==> config.mk <==
export PLATFORM = sky130hd
export DESIGN_NAME = etherneco_synctimer_slave_cmd_parser_flat
export DESIGN_NICKNAME = d
export VERILOG_FILES = /design/src/rtl/etherneco_synctimer_slave_cmd_parser_if.sv /design/src/rtl/etherneco_synctimer_slave_cmd_parser.sv /design/src/flat_wrapper.sv
export SDC_FILE = /design/constraint.sdc
export NUM_CORES = 1
export LEC_CHECK = 0
export ABC_AREA = 1
export ABC_CLOCK_PERIOD_IN_PS = 3820
export CORE_MARGIN = 8
export CORE_UTILIZATION = 45
export DETAILED_ROUTE_END_ITERATION = 16
export DONT_BUFFER_PORTS = 1
export GPL_TIMING_DRIVEN = 1
export PLACE_DENSITY = 0.63
export SYNTH_ARGS = -nofsm -noshare
export SYNTH_HDL_FRONTEND = slang
export SYNTH_SLANG_ARGS = --single-unit
==> constraint.sdc <==
create_clock -name clk -period 3.82 [get_ports clk]
set_clock_uncertainty 0.2 [all_clocks]
set_input_delay 0.764 -clock clk [delete_from_list [all_inputs] [get_ports clk]]
set_output_delay 0.764 -clock clk [all_outputs]
set_load 0.01 [all_outputs]
==> src/rtl/etherneco_synctimer_slave_cmd_parser_if.sv <==
// Command-ring byte stream between the frame receiver and the synctimer
// slave command parser.
// The frame receiver drives the frame strobes, frame header and payload bytes.
// The parser returns the forwarded byte stream on m_cmd_*.
interface etherneco_synctimer_slave_cmd_parser_if;
    logic        cmd_rx_start;
    logic        cmd_rx_end;
    logic        cmd_rx_error;
    logic [15:0] cmd_rx_length;
    logic [7:0]  cmd_rx_type;
    logic [7:0]  cmd_rx_node;
    logic        s_cmd_first;
    logic        s_cmd_last;
    logic [15:0] s_cmd_pos;
    logic [7:0]  s_cmd_data;
    logic        s_cmd_valid;
    logic [7:0]  m_cmd_data;
    logic        m_cmd_valid;

    // Frame source side: produces the stream, consumes the forwarded copy
    modport master (
        output cmd_rx_start, cmd_rx_end, cmd_rx_error, cmd_rx_length,
               cmd_rx_type, cmd_rx_node, s_cmd_first, s_cmd_last,
               s_cmd_pos, s_cmd_data, s_cmd_valid,
        input  m_cmd_data, m_cmd_valid
    );

    // Parser side: consumes the stream, produces the forwarded copy
    modport slave (
        input  cmd_rx_start, cmd_rx_end, cmd_rx_error, cmd_rx_length,
               cmd_rx_type, cmd_rx_node, s_cmd_first, s_cmd_last,
               s_cmd_pos, s_cmd_data, s_cmd_valid,
        output m_cmd_data, m_cmd_valid
    );
endinterface

==> src/rtl/etherneco_synctimer_slave_cmd_parser.sv <==
// Synctimer slave command parser.
// Watches the downstream command stream for SYNC frames.
// Assembles the little-endian master time from the payload and pairs it with
// the local time captured at frame start.
// The pair is published only when the frame ends cleanly with every time byte seen.
// The byte stream itself is forwarded with one cycle of latency.
module etherneco_synctimer_slave_cmd_parser #(
    parameter int         TIMER_WIDTH  = 64,
    parameter int         TIME_POS     = 0,
    parameter logic [7:0] SYNC_TYPE    = 8'h10,
    parameter int         ERRCNT_WIDTH = 16
) (
    input  logic                               clk,
    input  logic                               reset,
    input  logic [TIMER_WIDTH-1:0]             current_time,
    etherneco_synctimer_slave_cmd_parser_if.slave cmd,
    output logic [TIMER_WIDTH-1:0]             sync_master_time,
    output logic [TIMER_WIDTH-1:0]             sync_local_time,
    output logic                               sync_valid,
    output logic [ERRCNT_WIDTH-1:0]            err_count
);

    localparam int          NB      = TIMER_WIDTH / 8;
    localparam logic [15:0] MIN_LEN = 16'(TIME_POS + NB);

    typedef enum logic [1:0] {IDLE, RECV, DONE} state_t;

    state_t                   state, state_n;
    logic [TIMER_WIDTH-1:0]   master_sh, master_n;
    logic [TIMER_WIDTH-1:0]   local_sh, local_n;
    logic [NB-1:0]            mask, mask_n;
    logic [1:0]               err_inc;
    logic                     load_out;
    logic [ERRCNT_WIDTH:0]    err_sum;
    logic [ERRCNT_WIDTH-1:0]  err_next;

    // Next-state and shadow update; a start in any state behaves as a fresh
    // start, after aborting (and counting) a frame that was still in RECV
    always_comb begin
        state_n  = state;
        master_n = master_sh;
        local_n  = local_sh;
        mask_n   = mask;
        err_inc  = 2'd0;
        load_out = 1'b0;
        if (state == RECV) begin
            if (cmd.s_cmd_valid) begin
                for (int k = 0; k < NB; k++) begin
                    if (cmd.s_cmd_pos == 16'(TIME_POS + k)) begin
                        master_n[8*k +: 8] = cmd.s_cmd_data;
                        mask_n[k]          = 1'b1;
                    end
                end
            end
            if (cmd.cmd_rx_start) begin
                err_inc = 2'd1;
            end else if (cmd.cmd_rx_error) begin
                err_inc = 2'd1;
                state_n = IDLE;
            end else if (cmd.cmd_rx_end) begin
                if (&mask_n) begin
                    state_n  = DONE;
                    load_out = 1'b1;
                end else begin
                    err_inc = 2'd1;
                    state_n = IDLE;
                end
            end
        end else begin
            state_n = IDLE;
        end
        if (cmd.cmd_rx_start) begin
            if (cmd.cmd_rx_type == SYNC_TYPE) begin
                if (cmd.cmd_rx_length >= MIN_LEN) begin
                    local_n = current_time;
                    mask_n  = '0;
                    state_n = RECV;
                end else begin
                    err_inc = err_inc + 2'd1;
                    state_n = IDLE;
                end
            end else begin
                state_n = IDLE;
            end
        end
    end

    // Saturating add of this cycle's rejections to the error counter
    always_comb begin
        err_sum  = {1'b0, err_count} + {{(ERRCNT_WIDTH-1){1'b0}}, err_inc};
        err_next = err_sum[ERRCNT_WIDTH] ? '1 : err_sum[ERRCNT_WIDTH-1:0];
    end

    // FSM state, shadows and error counter registers
    always_ff @(posedge clk or negedge reset) begin
        if (!reset) begin
            state     <= IDLE;
            master_sh <= '0;
            local_sh  <= '0;
            mask      <= '0;
            err_count <= '0;
        end else begin
            state     <= state_n;
            master_sh <= master_n;
            local_sh  <= local_n;
            mask      <= mask_n;
            err_count <= err_next;
        end
    end

    // Publish the pair on entry to DONE so it is visible during the DONE cycle
    always_ff @(posedge clk or negedge reset) begin
        if (!reset) begin
            sync_master_time <= '0;
            sync_local_time  <= '0;
            sync_valid       <= 1'b0;
        end else begin
            sync_valid <= load_out;
            if (load_out) begin
                sync_master_time <= master_n;
                sync_local_time  <= local_sh;
            end
        end
    end

    // Unconditional one-cycle forward of the byte stream
    always_ff @(posedge clk or negedge reset) begin
        if (!reset) begin
            cmd.m_cmd_data  <= '0;
            cmd.m_cmd_valid <= 1'b0;
        end else begin
            cmd.m_cmd_data  <= cmd.s_cmd_data;
            cmd.m_cmd_valid <= cmd.s_cmd_valid;
        end
    end

endmodule

==> src/flat_wrapper.sv <==
// flat-port wrapper written by rule: the top's interface ports become plain ports
module etherneco_synctimer_slave_cmd_parser_flat 
#(
    parameter int         TIMER_WIDTH  = 64,
    parameter int         TIME_POS     = 0,
    parameter logic [7:0] SYNC_TYPE    = 8'h10,
    parameter int         ERRCNT_WIDTH = 16
)
  (clk, reset, current_time, sync_master_time, sync_local_time, sync_valid, err_count, cmd_cmd_rx_start, cmd_cmd_rx_end, cmd_cmd_rx_error, cmd_cmd_rx_length, cmd_cmd_rx_type, cmd_cmd_rx_node, cmd_s_cmd_first, cmd_s_cmd_last, cmd_s_cmd_pos, cmd_s_cmd_data, cmd_s_cmd_valid, cmd_m_cmd_data, cmd_m_cmd_valid);
  etherneco_synctimer_slave_cmd_parser_if cmd_i ();
  input  logic clk;
  input  logic reset;
  input  logic [TIMER_WIDTH-1:0] current_time;
  output logic [TIMER_WIDTH-1:0] sync_master_time;
  output logic [TIMER_WIDTH-1:0] sync_local_time;
  output logic sync_valid;
  output logic [ERRCNT_WIDTH-1:0] err_count;
  input wire logic [$bits(cmd_i.cmd_rx_start)-1:0] cmd_cmd_rx_start;
  input wire logic [$bits(cmd_i.cmd_rx_end)-1:0] cmd_cmd_rx_end;
  input wire logic [$bits(cmd_i.cmd_rx_error)-1:0] cmd_cmd_rx_error;
  input wire logic [$bits(cmd_i.cmd_rx_length)-1:0] cmd_cmd_rx_length;
  input wire logic [$bits(cmd_i.cmd_rx_type)-1:0] cmd_cmd_rx_type;
  input wire logic [$bits(cmd_i.cmd_rx_node)-1:0] cmd_cmd_rx_node;
  input wire logic [$bits(cmd_i.s_cmd_first)-1:0] cmd_s_cmd_first;
  input wire logic [$bits(cmd_i.s_cmd_last)-1:0] cmd_s_cmd_last;
  input wire logic [$bits(cmd_i.s_cmd_pos)-1:0] cmd_s_cmd_pos;
  input wire logic [$bits(cmd_i.s_cmd_data)-1:0] cmd_s_cmd_data;
  input wire logic [$bits(cmd_i.s_cmd_valid)-1:0] cmd_s_cmd_valid;
  output wire logic [$bits(cmd_i.m_cmd_data)-1:0] cmd_m_cmd_data;
  output wire logic [$bits(cmd_i.m_cmd_valid)-1:0] cmd_m_cmd_valid;
  assign cmd_i.cmd_rx_start = cmd_cmd_rx_start;
  assign cmd_i.cmd_rx_end = cmd_cmd_rx_end;
  assign cmd_i.cmd_rx_error = cmd_cmd_rx_error;
  assign cmd_i.cmd_rx_length = cmd_cmd_rx_length;
  assign cmd_i.cmd_rx_type = cmd_cmd_rx_type;
  assign cmd_i.cmd_rx_node = cmd_cmd_rx_node;
  assign cmd_i.s_cmd_first = cmd_s_cmd_first;
  assign cmd_i.s_cmd_last = cmd_s_cmd_last;
  assign cmd_i.s_cmd_pos = cmd_s_cmd_pos;
  assign cmd_i.s_cmd_data = cmd_s_cmd_data;
  assign cmd_i.s_cmd_valid = cmd_s_cmd_valid;
  assign cmd_m_cmd_data = cmd_i.m_cmd_data;
  assign cmd_m_cmd_valid = cmd_i.m_cmd_valid;
  etherneco_synctimer_slave_cmd_parser #(.TIMER_WIDTH(TIMER_WIDTH), .TIME_POS(TIME_POS), .SYNC_TYPE(SYNC_TYPE), .ERRCNT_WIDTH(ERRCNT_WIDTH)) u_core (.clk(clk), .reset(reset), .current_time(current_time), .cmd(cmd_i), .sync_master_time(sync_master_time), .sync_local_time(sync_local_time), .sync_valid(sync_valid), .err_count(err_count));
endmodule
Word-level counts from Yosys, hierarchy flattened
Cells that the tools add are included.

storage, ports and cells
  output and inout bits = 154
  bits in registers = 292
  bits of input ports = 128
  word-level logic and storage cells = 71

cells by class
  equal/unequal tests = 10
  magnitude comparators = 1
  multiplexer cells = 45
  reductions and logical operators = 3
  add/sub/neg operators = 2

operators by type and width
  cell                                                                     number
  64-bit 2-to-1 mux                                                        2
  8-bit 2-to-1 mux                                                         14
  16-bit by 3-bit equality test with 1-bit output (second input constant)  4
  16-bit by 2-bit equality test with 1-bit output (second input constant)  2
  2-bit 2-to-1 mux                                                         12
  16-bit by 2-bit adder with 17-bit output                                 1
  16-bit by 1-bit equality test with 1-bit output (second input constant)  1
  16-bit by 4-bit >= comparator with 1-bit output (second input constant)  1
  16-bit logical NOT                                                       1
  1-bit 2-to-1 mux                                                         16
  16-bit 2-to-1 mux                                                        1
  8-bit by 5-bit equality test with 1-bit output (second input constant)   1
  8-bit AND reduction                                                      1
  4-bit inequality test (second input constant)                            1
  3-bit AND reduction                                                      1
  2-bit by 1-bit adder with 2-bit output (second input constant)           1
  2-bit by 1-bit equality test with 1-bit output (second input constant)   1

Depth between registers and ports, before layout
Gate-level depths: netlist of the first run.

  word-level depth = 16
  depth in mapped cells = 26
  gate-level depth less buffers = 25

Worst setup path before layout of the first run
No wires, ideal clock.

  kind = input to register
  start = input port cmd_s_cmd_pos[15]
  end = register u_core.err_count[10]
  buffers on the path = 1
  stages = 25
  required time = 3.550 ns
  path slack = -0.257 ns
  data arrival time = 3.807 ns
  path through = nor2_1 nand2_1 nor2_4 buf_6 nand3_1 nand2_1 nand2_1 nor2_1 nand2_1 nand2_1 nand2_1 nand2_1 inv_1 ha_1 nor2_1 a21oi_1 ha_1 inv_1 fa_1 nor2_1 nand2_1 nor3_1 nand3_1 or2_2 nand3_1

on the way
  longest elaborated chain between the ends = 16
  elaborated cells on any way between the ends = 30
  those cells by class = add/sub: 2; eq/ne: 7; mux: 19; reduce/logical: 2

ends and longest elaborated chain
  what                                                                           line                                         text
  start, declared                                                                flat_wrapper.sv:26                           input wire logic [$bits(cmd_i.s_cmd_pos)-1:0] cmd_s_cmd_pos;
  16-bit by 1-bit equality test with 1-bit output, or another cell as far along  etherneco_synctimer_slave_cmd_parser.sv:49   if (cmd.s_cmd_pos == 16'(TIME_POS + k)) begin
  1-bit 2-to-1 mux                                                               etherneco_synctimer_slave_cmd_parser.sv:49
  8-bit 2-to-1 mux *                                                             etherneco_synctimer_slave_cmd_parser.sv:47   if (cmd.s_cmd_valid) begin
  8-bit 2-to-1 mux *                                                             etherneco_synctimer_slave_cmd_parser.sv:46   if (state == RECV) begin
  8-bit AND reduction *                                                          etherneco_synctimer_slave_cmd_parser.sv:61   if (&mask_n) begin
  1-bit 2-to-1 mux *                                                             etherneco_synctimer_slave_cmd_parser.sv:61
  2-bit 2-to-1 mux *                                                             etherneco_synctimer_slave_cmd_parser.sv:60   end else if (cmd.cmd_rx_end) begin
  2-bit 2-to-1 mux *                                                             etherneco_synctimer_slave_cmd_parser.sv:57   end else if (cmd.cmd_rx_error) begin
  2-bit 2-to-1 mux *                                                             etherneco_synctimer_slave_cmd_parser.sv:55   if (cmd.cmd_rx_start) begin
  2-bit 2-to-1 mux *                                                             etherneco_synctimer_slave_cmd_parser.sv:46
  2-bit by 1-bit adder with 2-bit output                                         etherneco_synctimer_slave_cmd_parser.sv:79   err_inc = err_inc + 2'd1;
  2-bit 2-to-1 mux                                                               etherneco_synctimer_slave_cmd_parser.sv:74   if (cmd.cmd_rx_length >= MIN_LEN) begin
  2-bit 2-to-1 mux                                                               etherneco_synctimer_slave_cmd_parser.sv:73   if (cmd.cmd_rx_type == SYNC_TYPE) begin
  2-bit 2-to-1 mux *                                                             etherneco_synctimer_slave_cmd_parser.sv:72   if (cmd.cmd_rx_start) begin
  16-bit by 2-bit adder with 17-bit output *                                     etherneco_synctimer_slave_cmd_parser.sv:90   err_sum = {1'b0, err_count} + {{(ERRCNT_WIDTH-1){1'b0}}, err_inc};
  16-bit 2-to-1 mux *                                                            etherneco_synctimer_slave_cmd_parser.sv:91   err_next = err_sum[ERRCNT_WIDTH] ? '1 : err_sum[ERRCNT_WIDTH-1:0];
  net u_core.err_next[10]                                                        etherneco_synctimer_slave_cmd_parser.sv:35   logic [ERRCNT_WIDTH-1:0] err_next;
  end signal, assigned                                                           etherneco_synctimer_slave_cmd_parser.sv:107  err_count <= err_next;
  end, declared                                                                  etherneco_synctimer_slave_cmd_parser.sv:20   output logic [ERRCNT_WIDTH-1:0] err_count

Mark *: on every way through the listed nets, which the timed path passes. The rest lies on a longest branch. The select of a mux whose other input is x is not followed.
A chain may end at the register's enable or synchronous reset.

Worst setup path in the final report of the first run
  start = input port cmd_s_cmd_pos[13]
  end = register u_core.err_count[10]

Same word-level chain as after synthesis.

==> results of run 1 <==
[how the worst max path moves through the flow]
stage                      startpoint                             end  slack (ps)
finish              cmd_s_cmd_pos[13]  u_core.err_count[10]$_DFF_PN0_         240
global route        cmd_s_cmd_pos[13]  u_core.err_count[14]$_DFF_PN0_         -60
CTS                 cmd_s_cmd_pos[11]  u_core.err_count[10]$_DFF_PN0_         220
detailed placement  cmd_s_cmd_pos[11]  u_core.err_count[10]$_DFF_PN0_        -370
global placement    cmd_s_cmd_pos[11]  u_core.err_count[10]$_DFF_PN0_        -280
floorplan           cmd_s_cmd_pos[11]  u_core.err_count[10]$_DFF_PN0_         -50
[worst max-delay path, cell delays in order]
cell     delay [ps]
nor2_2          100
nand2_2         100
nor2_4          200
nand3_2          70
nand2_1         100
nand3_2          90
nor2_2          130
nand2_2          80
nand2_1          70
nand2_1          40
nand2_1          70
inv_1            50
ha_1            260
nor2_1           40
a21oi_1         140
ha_2            210
inv_2            40
fa_2            410
nor2_4          130
nand2_2          70
nor3_4          230
nand3_2         110
or2_2           280
nand3_1          70
[logic make-up after synthesis]
family	Yosys count
fa+ha+maj	4
flops	292
buf+inv	169
mux	1
simple gates	591
xor+xnor	5
compound gates	168
[metal layers]
metal | global-route usage, % | routed length [um] | vias up
met5 | 0 | 0 | -
met2 | 26.50 | 12460 | 246
met3 | 6.850 | 2784 | 48
met1 | 21.07 | 11160 | 3633
met4 | 5.157 | 824 | 0
li1 | - | - | 3837
[sequential cells by signal, indices dropped and copies added, names as in the netlist, 2 cells and up]
register                 flops
u_core.mask                  8
u_core.cmd.m_cmd_data        8
u_core.sync_local_time      64
u_core.sync_master_time     64
u_core.master_sh            64
u_core.err_count            16
u_core.local_sh             64
u_core.state                 2
[synthesized netlist by cell type (5+ instances only)]
cell | n | share of area (%)
nand2_1 | 518 | 17
dfrtp_1 | 292 | 64
inv_1 | 116 | 3.8
o21a_1 | 64 | 4.2
o21ai_0 | 46 | 2.0
o21ai_1 | 45 | 2.0
nor2_1 | 31 | 1.0
buf_2 | 23 | 1.0
clkbuf_1 | 20 | 0.66
nand4_1 | 13 | 0.71
a21oi_1 | 12 | 0.52
nand3_1 | 12 | 0.52
nor3_1 | 6 | 0.26
buf_4 | 5 | 0.33
[timing repair]
item / 4_1_cts / 5_1_grt
endpoints found under the setup margin: 0 / 16
hold endpoints to repair: 292 / 292
setup buffers: 0 / 1
resized for setup: 0 / 26
[layout make-up]
cell class,instances,share of cell area (%)
flip-flops and latches,292,55.70
clock inverters,14,1.870
multi-input cells,770,27.17
well taps,330,3.148
inverters,118,3.377
repair buffers,23,1.602
clock buffers,44,7.125
[power groups by stage]
stage | clock network (mW) | registers, mW | logic (mW)
finish | 3.34 | 3.19 | 0.115
global route | 3.53 | 3.19 | 0.132
CTS | 3.42 | 3.19 | 0.108
detailed placement | 0 | 3.24 | 0.107
global placement | 0 | 3.24 | 0.105
floorplan | 0 | 3.23 | 0.0747
==> qor.txt, run 1 <==
dpl cell area: 11830 um^2
sequential standard cell area: 7307 um^2
count of input and output buffers: 0
Lkg Pwr: 7.139 nW
total negative setup slack: 0 ps
min Tclk post-route: 3581 ps
antenna violations before repair: 0
syn_nets: 1362
Final Power: 6.645 mW
Routed Antenna Nets: 0
maximum root-to-sink buffer count: 3
Synth Warn #: 0
#FFs+latches synth: 292
Distinct cells, synth: 28
Psw: 1.343 mW
fin crit share: 93.74%
vias per cell: 4.880
fin cells: 1591
layout cell share with drive strength beyond 1: 9.358%
RR Endpoint: u_core.err_count[10]$_DFF_PN0_
die area: 30810 um^2
total clock sinks: 292
Core ar.: 25110 um^2
Initial DRC Count: 517
Avg Inst Size Synth: 9.310 um^2
Clock Latency Late Sink: 540 ps
GRT Total Usage: 16.87%
row count: 58
first-pass GRT wire length: 42.21 mm
Design Area, Final: 13120 um^2
combinational share of power: 1.7%
Synth Area in Compound Gates: 8.763%
CP Class: input port to flip-flop
Synth Instances: 1230
worst slew pin tran: 835.6 ps
Post-Syn Area: 11450 um^2
RR Startpoint: u_core.mask[2]$_DFF_PN0_
vias in the first global route: 7700
remaining routing DRC violations: 0
worst reg-to-reg path cell count: 21
CP Data Arrival Time: 3860 ps
routed length per instance: 17.11 um
commonest non-fill, non-tap cells in the layout: nand2_1 (512), dfrtp_1 (292), inv_1 (114)
ys async rst share: 100.0%
Fmax: 279.3 MHz
Switching Fraction: 20.21%
Hold WC Path Type: input port to asynchronous set/reset pin
Die H: 175.5 um
die width: 175.5 um
Clk pwr share: 50.3%
Initial Utilization: 45.60%
gpl congestion: 0.7874
register area share after synthesis: 63.81%
final slew viol count: 0
most used flip-flop cell after synthesis: dfrtp_1
clk slew on worst S/H paths: 60 ps
share of power burned in registers: 48.0%
Vias: 7764
CTS buffer count: 31
data required time of the worst path: 4100 ps
Critical Path Fanout Max: 5
# diodes: 0
# setup viols final: 0
R2R Setup Slk: 580 ps
DP HPWL: 17.28 mm
Worst Slack Setup Final: 239.1 ps
Routed WL: 27.23 mm
Internal Power: 5.302 mW
io pins: 282
First-pass DRT Iterations: 5
CTS root buffer: clkbuf_16
failing checks: negative hold slack
cell count after placement: 1531
post-synthesis adder-cell area fraction: 0.5026%
Nets: 1368
synthesis-to-layout area growth: 14.55%
Place WS: -365.2 ps
status: finished with violations
most common cell after layout, fill and taps aside: nand2_1
Peak VDD IR: 0.0003749 V
fin util: 52.24%
FILL cells: 2335
Crit. End Element: flip-flop
aggregate global routing overflow: 0
critical path startpoint category: input port
largest net degree at the start of global routing: 293
CTS tree: done
Pwr Density: 506.6 nW/um^2
simple-gate portion of the synthesized area: 20.30%
Max Cap Violations: 0
Rel. slew slack: 44.29%
largest family of logic cells by synthesized area: simple AND/OR/NAND/NOR gates
footprint of the multi-input gates: 3565 um^2
Clock H-tree levels: 1
Synth Area in XOR/XNOR: 0.3824%
Fin. Hold Viols: 292
number of synthesized flops with an enable pin: 0
mux share of post-synthesis cell area: 0.08741%
Worst Hold Slack: -289.5 ps
(Power assumes the default switching activity.)
==> inputs of run 2 (changes only) <==
--- a/config.mk
+++ b/config.mk
@@ -12,7 +12,6 @@
 export DETAILED_ROUTE_END_ITERATION = 16
 export DONT_BUFFER_PORTS = 1
 export GPL_TIMING_DRIVEN = 1
-export PLACE_DENSITY = 0.63
 export SYNTH_ARGS = -nofsm -noshare
 export SYNTH_HDL_FRONTEND = slang
 export SYNTH_SLANG_ARGS = --single-unit
==> run 2 against run 1 <==
Compared with the run above:
- the run still ends with negative hold slack left
- cell area about the same
- clock-buffer cell count unchanged
- clock power down 8.4%
- largest power group is now sequential cells
- die area unchanged
- critical path type unchanged
- fmax up 0.41%
- routed wire length up 0.32%
- final cell count up 0.57%
- sequential power about the same
==> qor.txt, run 2 (synthesized netlist as in run 1, its figures left out) <==
critical path startpoint category: input port
commonest non-fill, non-tap cells in the layout: nand2_1 (512), dfrtp_1 (292), inv_1 (114)
Max Cap Violations: 0
Rel. slew slack: 29.43%
dpl cell area: 11860 um^2
fin util: 52.22%
synthesis-to-layout area growth: 14.50%
FILL cells: 2358
data required time of the worst path: 4110 ps
layout cell share with drive strength beyond 1: 9.213%
sequential standard cell area: 7307 um^2
Die H: 175.5 um
GRT Total Usage: 17.24%
Fin. Hold Viols: 292
CTS root buffer: clkbuf_16
cell count after placement: 1535
Peak VDD IR: 0.0004735 V
# setup viols final: 0
Routed WL: 27.32 mm
status: finished with violations
vias per cell: 4.880
Initial Utilization: 45.60%
R2R Setup Slk: 670 ps
largest net degree at the start of global routing: 293
io pins: 282
Clock H-tree levels: 1
total clock sinks: 292
count of input and output buffers: 0
die area: 30810 um^2
DP HPWL: 17.32 mm
fin cells: 1600
Pwr Density: 485.7 nW/um^2
CTS Hold Bufs: 3
vias in the first global route: 7677
First-pass DRT Iterations: 5
CTS buffer count: 31
maximum root-to-sink buffer count: 3
first-pass GRT wire length: 42.95 mm
share of power burned in registers: 50.1%
Nets: 1379
routed length per instance: 17.07 um
grt met2 use: 26.55%
Initial DRC Count: 604
aggregate global routing overflow: 0
Lkg Pwr: 7.161 nW
footprint of the multi-input gates: 3552 um^2
final slew viol count: 0
most common cell after layout, fill and taps aside: nand2_1
Design Area, Final: 13110 um^2
CP Class: input port to flip-flop
gpl congestion: 0.7764
Vias: 7808
Crit. End Element: flip-flop
GR peak layer: met2
Core ar.: 25110 um^2
Critical Path Fanout Max: 6
clk slew on worst S/H paths: 60 ps
Psw: 1.325 mW
Switching Fraction: 20.80%
CTS tree: done
combinational share of power: 1.8%
Clk pwr share: 48.1%
# diodes: 0
CP Data Arrival Time: 3850 ps
remaining routing DRC violations: 0
min Tclk post-route: 3566 ps
Worst Hold Slack: -292.6 ps
antenna violations before repair: 0
row count: 58
worst slew pin tran: 1059 ps
fin crit share: 93.36%
Routed Antenna Nets: 0
Internal Power: 5.043 mW
M3 GR Usage: 7.043%
Clock Latency Late Sink: 560 ps
failing checks: negative hold slack
Fmax: 280.4 MHz
Hold WC Path Type: input port to asynchronous set/reset pin
die width: 175.5 um
GRT met1 Usage: 22.24%
==> run 2: power by group through the flow <==
stage	Sequential (mW)	Clock, mW	Combinational (mW)
floorplan	3.23	0	0.0747
global placement	3.24	0	0.105
detailed placement	3.24	0	0.108
CTS	3.19	3.15	0.111
global route	3.19	3.27	0.135
finish	3.19	3.06	0.116
==> run 2: metal layers <==
metal  vias up  wire [um]
li1       3866          -
met1      3665      11380
met2       236      12420
met3        41       2833
met4         0        682
met5         -          0
==> run 2: final timing paths <==
kind                                                 start                                      end  cells past startpoint
setup reg to reg                  u_core.mask[0]$_DFF_PN0_           u_core.err_count[10]$_DFF_PN0_                     21
setup / recovery                         cmd_s_cmd_pos[15]           u_core.err_count[10]$_DFF_PN0_                     25
min in group clk                         cmd_s_cmd_data[5]       u_core.cmd.m_cmd_data[5]$_DFF_PN0_                      0
max in group asynchronous                            reset           u_core.err_count[12]$_DFF_PN0_                      0
hold reg to reg            u_core.local_sh[35]$_DFFE_PN0P_   u_core.sync_local_time[35]$_DFFE_PN0P_                      2
hold / removal                                       reset  u_core.sync_master_time[28]$_DFFE_PN0P_                      0
==> run 2: final cells by class <==
| class | instances | share of cell area (%) |
|---|---|---|
| timing repair buffer | 35 | 2.577 |
| sequential | 292 | 55.73 |
| clock buffer | 44 | 6.900 |
| inverter | 118 | 3.378 |
| multi-input combinational | 769 | 27.09 |
| clock inverter | 12 | 1.174 |
| tap | 330 | 3.149 |
==> run 2: per-stage QoR <==
step                      worst slack (ps)  total power [mW]  TNS (ps)  hold WS (ps)
final                                253.7             6.368         0        -292.6
after global routing                -49.95             6.593    -217.9        -324.5
after CTS                            113.6             6.450         0        -320.8
after detailed placement            -466.7             3.351     -6420         252.5
after global placement              -382.6             3.348     -5107         249.8
after floorplan                     -53.46             3.309    -53.46         242.2
==> run 2: what timing repair did <==
action | CTS | global route
buffers inserted | 0 | 5
resized for setup | 0 | 24
hold endpoints to repair | 295 | 292
setup endpoints to repair | 0 | 16
==> run 2: critical path: stages <==
cell and delay (ps):
nor2_2 100, nand2_2 70, nor2_4 190, buf_12 140, nand3_1 60, nand2_1 80
nand3_2 80, nor2_2 130, nand2_2 90, nand2_1 70, nand2_1 40, nand2_1 70
inv_1 50, ha_1 260, nor2_1 50, a21oi_2 100, ha_2 190, inv_2 40
fa_2 380, nor2_4 150, nand2_4 70, nor3_4 220, nand3_2 100, or2_2 280
nand3_1 70
